### config.mk
export PLATFORM = sky130hd
export DESIGN_NAME = reservoir_ctrl_n
export DESIGN_NICKNAME = d
export VERILOG_FILES = /design/src/rtl/reservoir_pkg.sv /design/src/rtl/sensor_debounce.sv /design/src/rtl/reservoir_ctrl_n.sv
export SDC_FILE = /design/constraint.sdc
export NUM_CORES = 1
export LEC_CHECK = 0
export CAP_MARGIN = 20
export CORE_AREA = 2 2 39 41
export CTS_CLUSTER_DIAMETER = 60
export DETAILED_ROUTE_END_ITERATION = 16
export DIE_AREA = 0 0 41 43
export PLACE_DENSITY = 0.78
export REMOVE_ABC_BUFFERS = 1
export SYNTH_ARGS = -nofsm -noshare
export SYNTH_HDL_FRONTEND = slang
export SYNTH_SLANG_ARGS = --single-unit
### constraint.sdc
create_clock -name clk -period 2.38 [get_ports clk]
set_input_delay 0.357 -clock clk [delete_from_list [all_inputs] [get_ports clk]]
set_output_delay 0.357 -clock clk [all_outputs]
set_load 0.01 [all_outputs]
### src/rtl/reservoir_pkg.sv
// reservoir_pkg: level-width, thermometer-check and popcount helpers shared by reservoir blocks.
package reservoir_pkg;

    localparam int MAX_SENS = 8;

    typedef logic [MAX_SENS-1:0] sens_t;

    function automatic int level_width(input int n);
        return $clog2(n + 1);
    endfunction

    // Callers zero-extend narrower sensor vectors, so unused upper bits never break the code.
    function automatic logic thermo_valid(input sens_t v);
        logic ok;
        ok = 1'b1;
        for (int k = 1; k < MAX_SENS; k++)
            if (v[k] && !v[k-1]) ok = 1'b0;
        return ok;
    endfunction

    function automatic logic [3:0] popcount(input sens_t v);
        logic [3:0] c;
        c = '0;
        for (int k = 0; k < MAX_SENS; k++) c = c + 4'(v[k]);
        return c;
    endfunction

endpackage

### src/rtl/sensor_debounce.sv
// sensor_debounce: candidate/stable-counter tracker raising o_commit at the edge
// where the input has held one value for DEBOUNCE consecutive edges.
module sensor_debounce #(
    parameter int W        = 3,
    parameter int DEBOUNCE = 1
) (
    input  logic         clk,
    input  logic         reset_n,
    input  logic [W-1:0] i_s,
    output logic         o_commit
);

    logic [W-1:0] r_cand;
    logic [3:0]   r_cnt;
    logic         w_same;

    if (DEBOUNCE < 1 || DEBOUNCE > 15) begin : g_bad_deb
        $error("sensor_debounce: DEBOUNCE out of range 1..15");
    end

    assign w_same = (i_s == r_cand);
    // Fires only on the edge that brings the counter to DEBOUNCE; saturated holds never re-fire.
    assign o_commit = w_same ? (({1'b0, r_cnt} + 5'd1) == 5'(DEBOUNCE)) : (DEBOUNCE == 1);

    always_ff @(posedge clk or negedge reset_n)
        if (!reset_n) begin
            r_cand <= '0;
            r_cnt  <= '0;
        end else if (!w_same) begin
            r_cand <= i_s;
            r_cnt  <= 4'd1;
        end else if (r_cnt != 4'(DEBOUNCE)) begin
            r_cnt  <= r_cnt + 4'd1;
        end

endmodule

### src/rtl/reservoir_ctrl_n.sv
// reservoir_ctrl_n: debounced thermometer level sensing driving nominal and
// supplemental flow valves, with a sticky fault for non-thermometer codes.
module reservoir_ctrl_n
    import reservoir_pkg::*;
#(
    parameter int NUM_SENS = 3,
    parameter int DEBOUNCE = 1
) (
    input  logic                                clk,
    input  logic                                reset_n,
    input  logic [NUM_SENS-1:0]                 s,
    output logic [NUM_SENS-1:0]                 fr,
    output logic                                dfr,
    output logic [level_width(NUM_SENS)-1:0]    level,
    output logic                                fault
);

    localparam int LW = level_width(NUM_SENS);

    logic [LW-1:0] r_level;
    logic [LW-1:0] w_new;
    logic          r_dfr;
    logic          r_fault;
    logic          w_commit;
    logic          w_valid;

    if (NUM_SENS < 2 || NUM_SENS > MAX_SENS) begin : g_bad_sens
        $error("reservoir_ctrl_n: NUM_SENS out of range 2..8");
    end
    if (DEBOUNCE < 1 || DEBOUNCE > 15) begin : g_bad_deb
        $error("reservoir_ctrl_n: DEBOUNCE out of range 1..15");
    end

    sensor_debounce #(
        .W        (NUM_SENS),
        .DEBOUNCE (DEBOUNCE)
    ) u_deb (
        .clk      (clk),
        .reset_n  (reset_n),
        .i_s      (s),
        .o_commit (w_commit)
    );

    assign w_valid = thermo_valid(MAX_SENS'(s));
    assign w_new   = LW'(popcount(MAX_SENS'(s)));

    // Empty/full take precedence over direction when choosing the supplemental valve.
    always_ff @(posedge clk or negedge reset_n)
        if (!reset_n) begin
            r_level <= '0;
            r_dfr   <= 1'b1;
            r_fault <= 1'b0;
        end else if (w_commit) begin
            r_fault <= !w_valid;
            if (w_valid && w_new != r_level) begin
                r_level <= w_new;
                r_dfr   <= (w_new == '0) || (int'(w_new) != NUM_SENS && w_new < r_level);
            end
        end

    always_comb begin
        fr = '0;
        for (int i = 0; i < NUM_SENS; i++) fr[i] = int'(r_level) < NUM_SENS - i;
    end

    assign level = r_level;
    assign dfr   = r_dfr;
    assign fault = r_fault;

endmodule

==> results.txt, run 1 <==
The run finished with clean final reports. Total power for the finished layout comes to 662.8 uW. The tools report the post-route non-filler standard cell count as 97. Registers are responsible for 38.3% of the overall power. Floorplan die area: 1763 sq um.

Once the floorplan was initialized, standard cells occupied 46.11% of the core. Summed over all layers, the global routing overflow is 0. The die width works out to 41 microns.

During synthesis, Yosys emitted a total of 0 warnings. The number of setup buffers added after CTS is 0. The endpoint identified for the worst register-to-register timing path is fault$_DFFE_PN0P_.

The fraction of final layout cells sized beyond drive strength 1 is 16.05%. The number of antenna violations at the first check in global routing was 0; the fmax was 0.4722 GHz. The clock buffer count from CTS is 3. In this run the vertical extent of the chip is 43 microns. The number of nets in the layout was 93.

The fraction of power spent switching nets works out to 30.27%. The tools report the type of element capturing the critical path as a register. The routability congestion estimate came out at 0.7008. Counting every sink on the clock net gives 11.

The critical path runs through a total of 7 cells. The maximum root-to-sink buffer count came out at 2. After synthesis, the largest area contributor takes up 39.22% of total cell area. Core region area: 1384 sq um. For this run, global-route usage on met2 was measured as 25.00%. The count of nets left with antenna violations after detail routing is 0, and the number of global-route vias before repair is 453. The run gives 1 as the number of H-tree levels.

The cell family contributing the most delay on the critical path is adder cells. The startpoint of the lowest-slack register-to-register path was u_deb.r_cnt[0]$_DFFE_PN0P_. The worst setup path is launched from an input port. Summing every instance area after synthesis gives 638.1 sq um. Buffers placed on the I/O ports in this run total 11. The analysis attributes to net switching a power of 200.6 uW.

The run gives 12 as the largest net degree at the start of global routing. The worst-case reg-to-reg path depth is 6, and the setup slack on the worst flop-to-flop path is 690 ps. The clock reaches the later pin of the worst-skew pair after 260 ps. For this design, the slowest cell found on the critical path is sky130_fd_sc_hd__fa_1.

Cell internal power was estimated by the tool at 462.2 uW. Max-cap violations in this run came to 0. The area growth from synthesis to layout is 29.80%. Most common cell after layout, fill and taps aside: sky130_fd_sc_hd__clkdlybuf4s50_1. In the global route stage, met3 resource usage came out at 3.141%. The end-of-flow core utilization came out at 59.86%. The post-layout minimum cycle time works out to 2118 ps. The critical path goes through clkdlybuf4s50_1, inv_1, fa_1, ha_1, a21oi_1, o21a_2, mux2_4. For this run, the register share of the synthesized area comes to 43.33%.

In this run the worst path has a maximum fanout of 3. OpenSTA, run right after detailed placement, puts the worst setup slack at -0.4967 ps. The final setup slack of the worst path is 262.4 ps, and the global-route wire length before repair is 1.752 mm. At the worst endpoint, the required time is 2570 ps.

TritonCTS built the clock tree. Across the routed clock network, the largest skew measured is 2.392 ps. The final number of setup-violating endpoints was 0; the number of storage elements in the synthesis netlist was 11.

Number of gates resized after cts: 0. The cell sitting at the root of the clock tree is a sky130_fd_sc_hd__clkbuf_4. DRC marker count from the first detailed-route iteration: 2.

The met1 track demand over resource was 18.09%. After routing, the total negative slack on setup checks comes to 0 ps. Setup repair after global routing left no endpoint under its margin. For the count of unique library cells instantiated by Yosys, the log shows 21. The run gives 0 as the number of hold violations in the final report.

On the worst path, the slowest cell contributes a delay of 550 ps. The count of boundary I/O pins was 12. The total count of max-transition violations in the final report is 0, and the power per standard cell area is 800.2 nW/um^2.

In the layout the commonest cells are sky130_fd_sc_hd__clkdlybuf4s50_1, sky130_fd_sc_hd__inv_1, sky130_fd_sc_hd__dfrtp_1. At the worst endpoint, the arrival time is 2310 ps. Via density per instance: 4.670. The largest total area in the synthesized netlist belongs to sky130_fd_sc_hd__dfrtp_1.

The pre-antenna-repair detailed-routing pass consisted of 3 iterations. In this run the tightest slew margin relative to its limit is 67.03%. Type of the worst setup path: input port to register.

In the routed design, unresolved DRC markers number 0. Clock-pin slew was measured on the worst setup and hold paths at 70 ps. The busiest metal layer after global routing was met2. The total instance count after detailed placement came out at 93. Dividing the detail-routed wire length by the instance count gives 10.88 microns. By area the synthesized netlist is led by sky130_fd_sc_hd__dfrtp_1, sky130_fd_sc_hd__ha_1, sky130_fd_sc_hd__xnor2_1. The standard-cell row count is 14, and the number of antenna cells inserted is 0. The reported leakage power was 0.3934 nW.

For the number of buffers added to fix hold violations after cts, the log shows 0. Total global routing track utilization: 15.44%. The worst-case IR drop observed on VDD is 0.0005050 V. For the pin with the worst max-slew slack, the measured transition is 493.0 ps. The min-delay analysis places its worst path in the category input port to async pin.

The detailed router placed 453 vias in this run. In this run the mean area of a mapped cell was 10.13 sq um. The total wire length after detailed routing is 1.055 mm, and the fraction of the cycle the final worst path needs is 88.98%.

The portion of total power attributed to combinational logic came out at 43.3%. Detailed placement finished with a half-perimeter wire length of 816.1 microns. The run gives 63 as the synthesized netlist cell count.

In this run, the clock network consumes 18.4% of the power. The number of buffers and inverters on the critical path is 2.
==> flip-flops by register name, indices dropped and copies added (netlist names) <==
name and count:
dfr 1, fault 1, level 2, u_deb.r_cand 3, u_deb.r_cnt 4
==> synth_stat cells <==
| library cell | count |
|---|---|
| sky130_fd_sc_hd__dfrtp_1 | 10 |
| sky130_fd_sc_hd__inv_1 | 10 |
| sky130_fd_sc_hd__a21oi_1 | 5 |
| sky130_fd_sc_hd__ha_1 | 5 |
| sky130_fd_sc_hd__xnor2_1 | 5 |
| sky130_fd_sc_hd__nand2_1 | 4 |
| sky130_fd_sc_hd__nor2_1 | 4 |
| sky130_fd_sc_hd__clkbuf_1 | 3 |
| sky130_fd_sc_hd__mux2i_1 | 3 |
| sky130_fd_sc_hd__mux2_4 | 2 |
| sky130_fd_sc_hd__nand3_1 | 2 |
| sky130_fd_sc_hd__dfstp_2 | 1 |
| sky130_fd_sc_hd__fa_1 | 1 |
| sky130_fd_sc_hd__maj3_1 | 1 |
| sky130_fd_sc_hd__nand2b_1 | 1 |
| sky130_fd_sc_hd__nand3b_1 | 1 |
| sky130_fd_sc_hd__o211a_1 | 1 |
| sky130_fd_sc_hd__o21a_2 | 1 |
| sky130_fd_sc_hd__o21ai_0 | 1 |
| sky130_fd_sc_hd__or2_1 | 1 |
| sky130_fd_sc_hd__or2b_1 | 1 |
==> stage by stage <==
stage,cell area [sq um],hold WS [ps]
2_1_floorplan,626.9,61.41
3_3_place_gp,802.0,504.3
3_5_place_dp,802.0,515.8
4_1_cts,828.3,436.5
5_1_grt,828.3,469.2
6_report,828.3,427.5
==> kinds of logic (layout without fill, tap and decap cells) <==
family | count (synthesis) | in the layout | synth area share (%)
adder cells (fa/ha/maj) | 7 | 7 | 14.51
AO/OA/AOI/OAI | 8 | 8 | 7.646
buffers and inverters | 13 | 31 | 7.648
multiplexers | 5 | 5 | 9.412
AND/OR/NAND/NOR | 14 | 14 | 10.59
XOR/XNOR | 5 | 5 | 6.862
flip-flops | 11 | 11 | 43.33
==> area by class of cell <==
| class | count | area (sq um) |
|---|---|---|
| timing repair buffer | 17 | 155.1 |
| multi-input combinational | 39 | 312.8 |
| sequential | 11 | 276.5 |
| clock buffer | 4 | 26.28 |
| tap | 16 | 20.02 |
| inverter | 10 | 37.54 |
| fill | 120 | 555.5 |
==> power by group through the flow <==
stage               Combinational [mW]  Sequential (mW)  Clock [mW]
finish                           0.287            0.254       0.122
global route                     0.314            0.260       0.137
CTS                              0.292            0.255       0.127
detailed placement               0.287            0.255           0
global placement                 0.284            0.256           0
floorplan                        0.128            0.266           0
==> how the worst max path moves through the flow <==
stage / startpoint / endpoint / slack (ps)
floorplan: s[0] / dfr$_DFFE_PN1P_ / 520
global placement: s[1] / dfr$_DFFE_PN1P_ / 20
detailed placement: s[0] / dfr$_DFFE_PN1P_ / -0.5
CTS: s[0] / dfr$_DFFE_PN1P_ / 260
global route: s[1] / dfr$_DFFE_PN1P_ / 150
finish: s[0] / dfr$_DFFE_PN1P_ / 260
==> metal layers <==
metal	up-vias	wire length, microns
li1	238	-
met1	203	472
met2	10	520
met3	2	55
met4	0	7
met5	-	0
Note: power is estimated with default switching activity, not from simulation.
==> run 2, diff against run 1 <==
--- a/config.mk
+++ b/config.mk
@@ -5,9 +5,8 @@
 export SDC_FILE = /design/constraint.sdc
 export NUM_CORES = 1
 export LEC_CHECK = 0
-export CAP_MARGIN = 20
+export CAP_MARGIN = 40
 export CORE_AREA = 2 2 39 41
-export CTS_CLUSTER_DIAMETER = 60
 export DETAILED_ROUTE_END_ITERATION = 16
 export DIE_AREA = 0 0 41 43
 export PLACE_DENSITY = 0.78
==> results of run 2 <==
Same layout as run 1: the final DEF is identical, and so are final timing and power.
==> run 3, diff against run 2 <==
--- a/config.mk
+++ b/config.mk
@@ -7,6 +7,7 @@
 export LEC_CHECK = 0
 export CAP_MARGIN = 40
 export CORE_AREA = 2 2 39 41
+export CTS_CLUSTER_SIZE = 8
 export DETAILED_ROUTE_END_ITERATION = 16
 export DIE_AREA = 0 0 41 43
 export PLACE_DENSITY = 0.78
==> results of run 3 <==
Same layout as run 1: the final DEF is identical, and so are final timing and power.
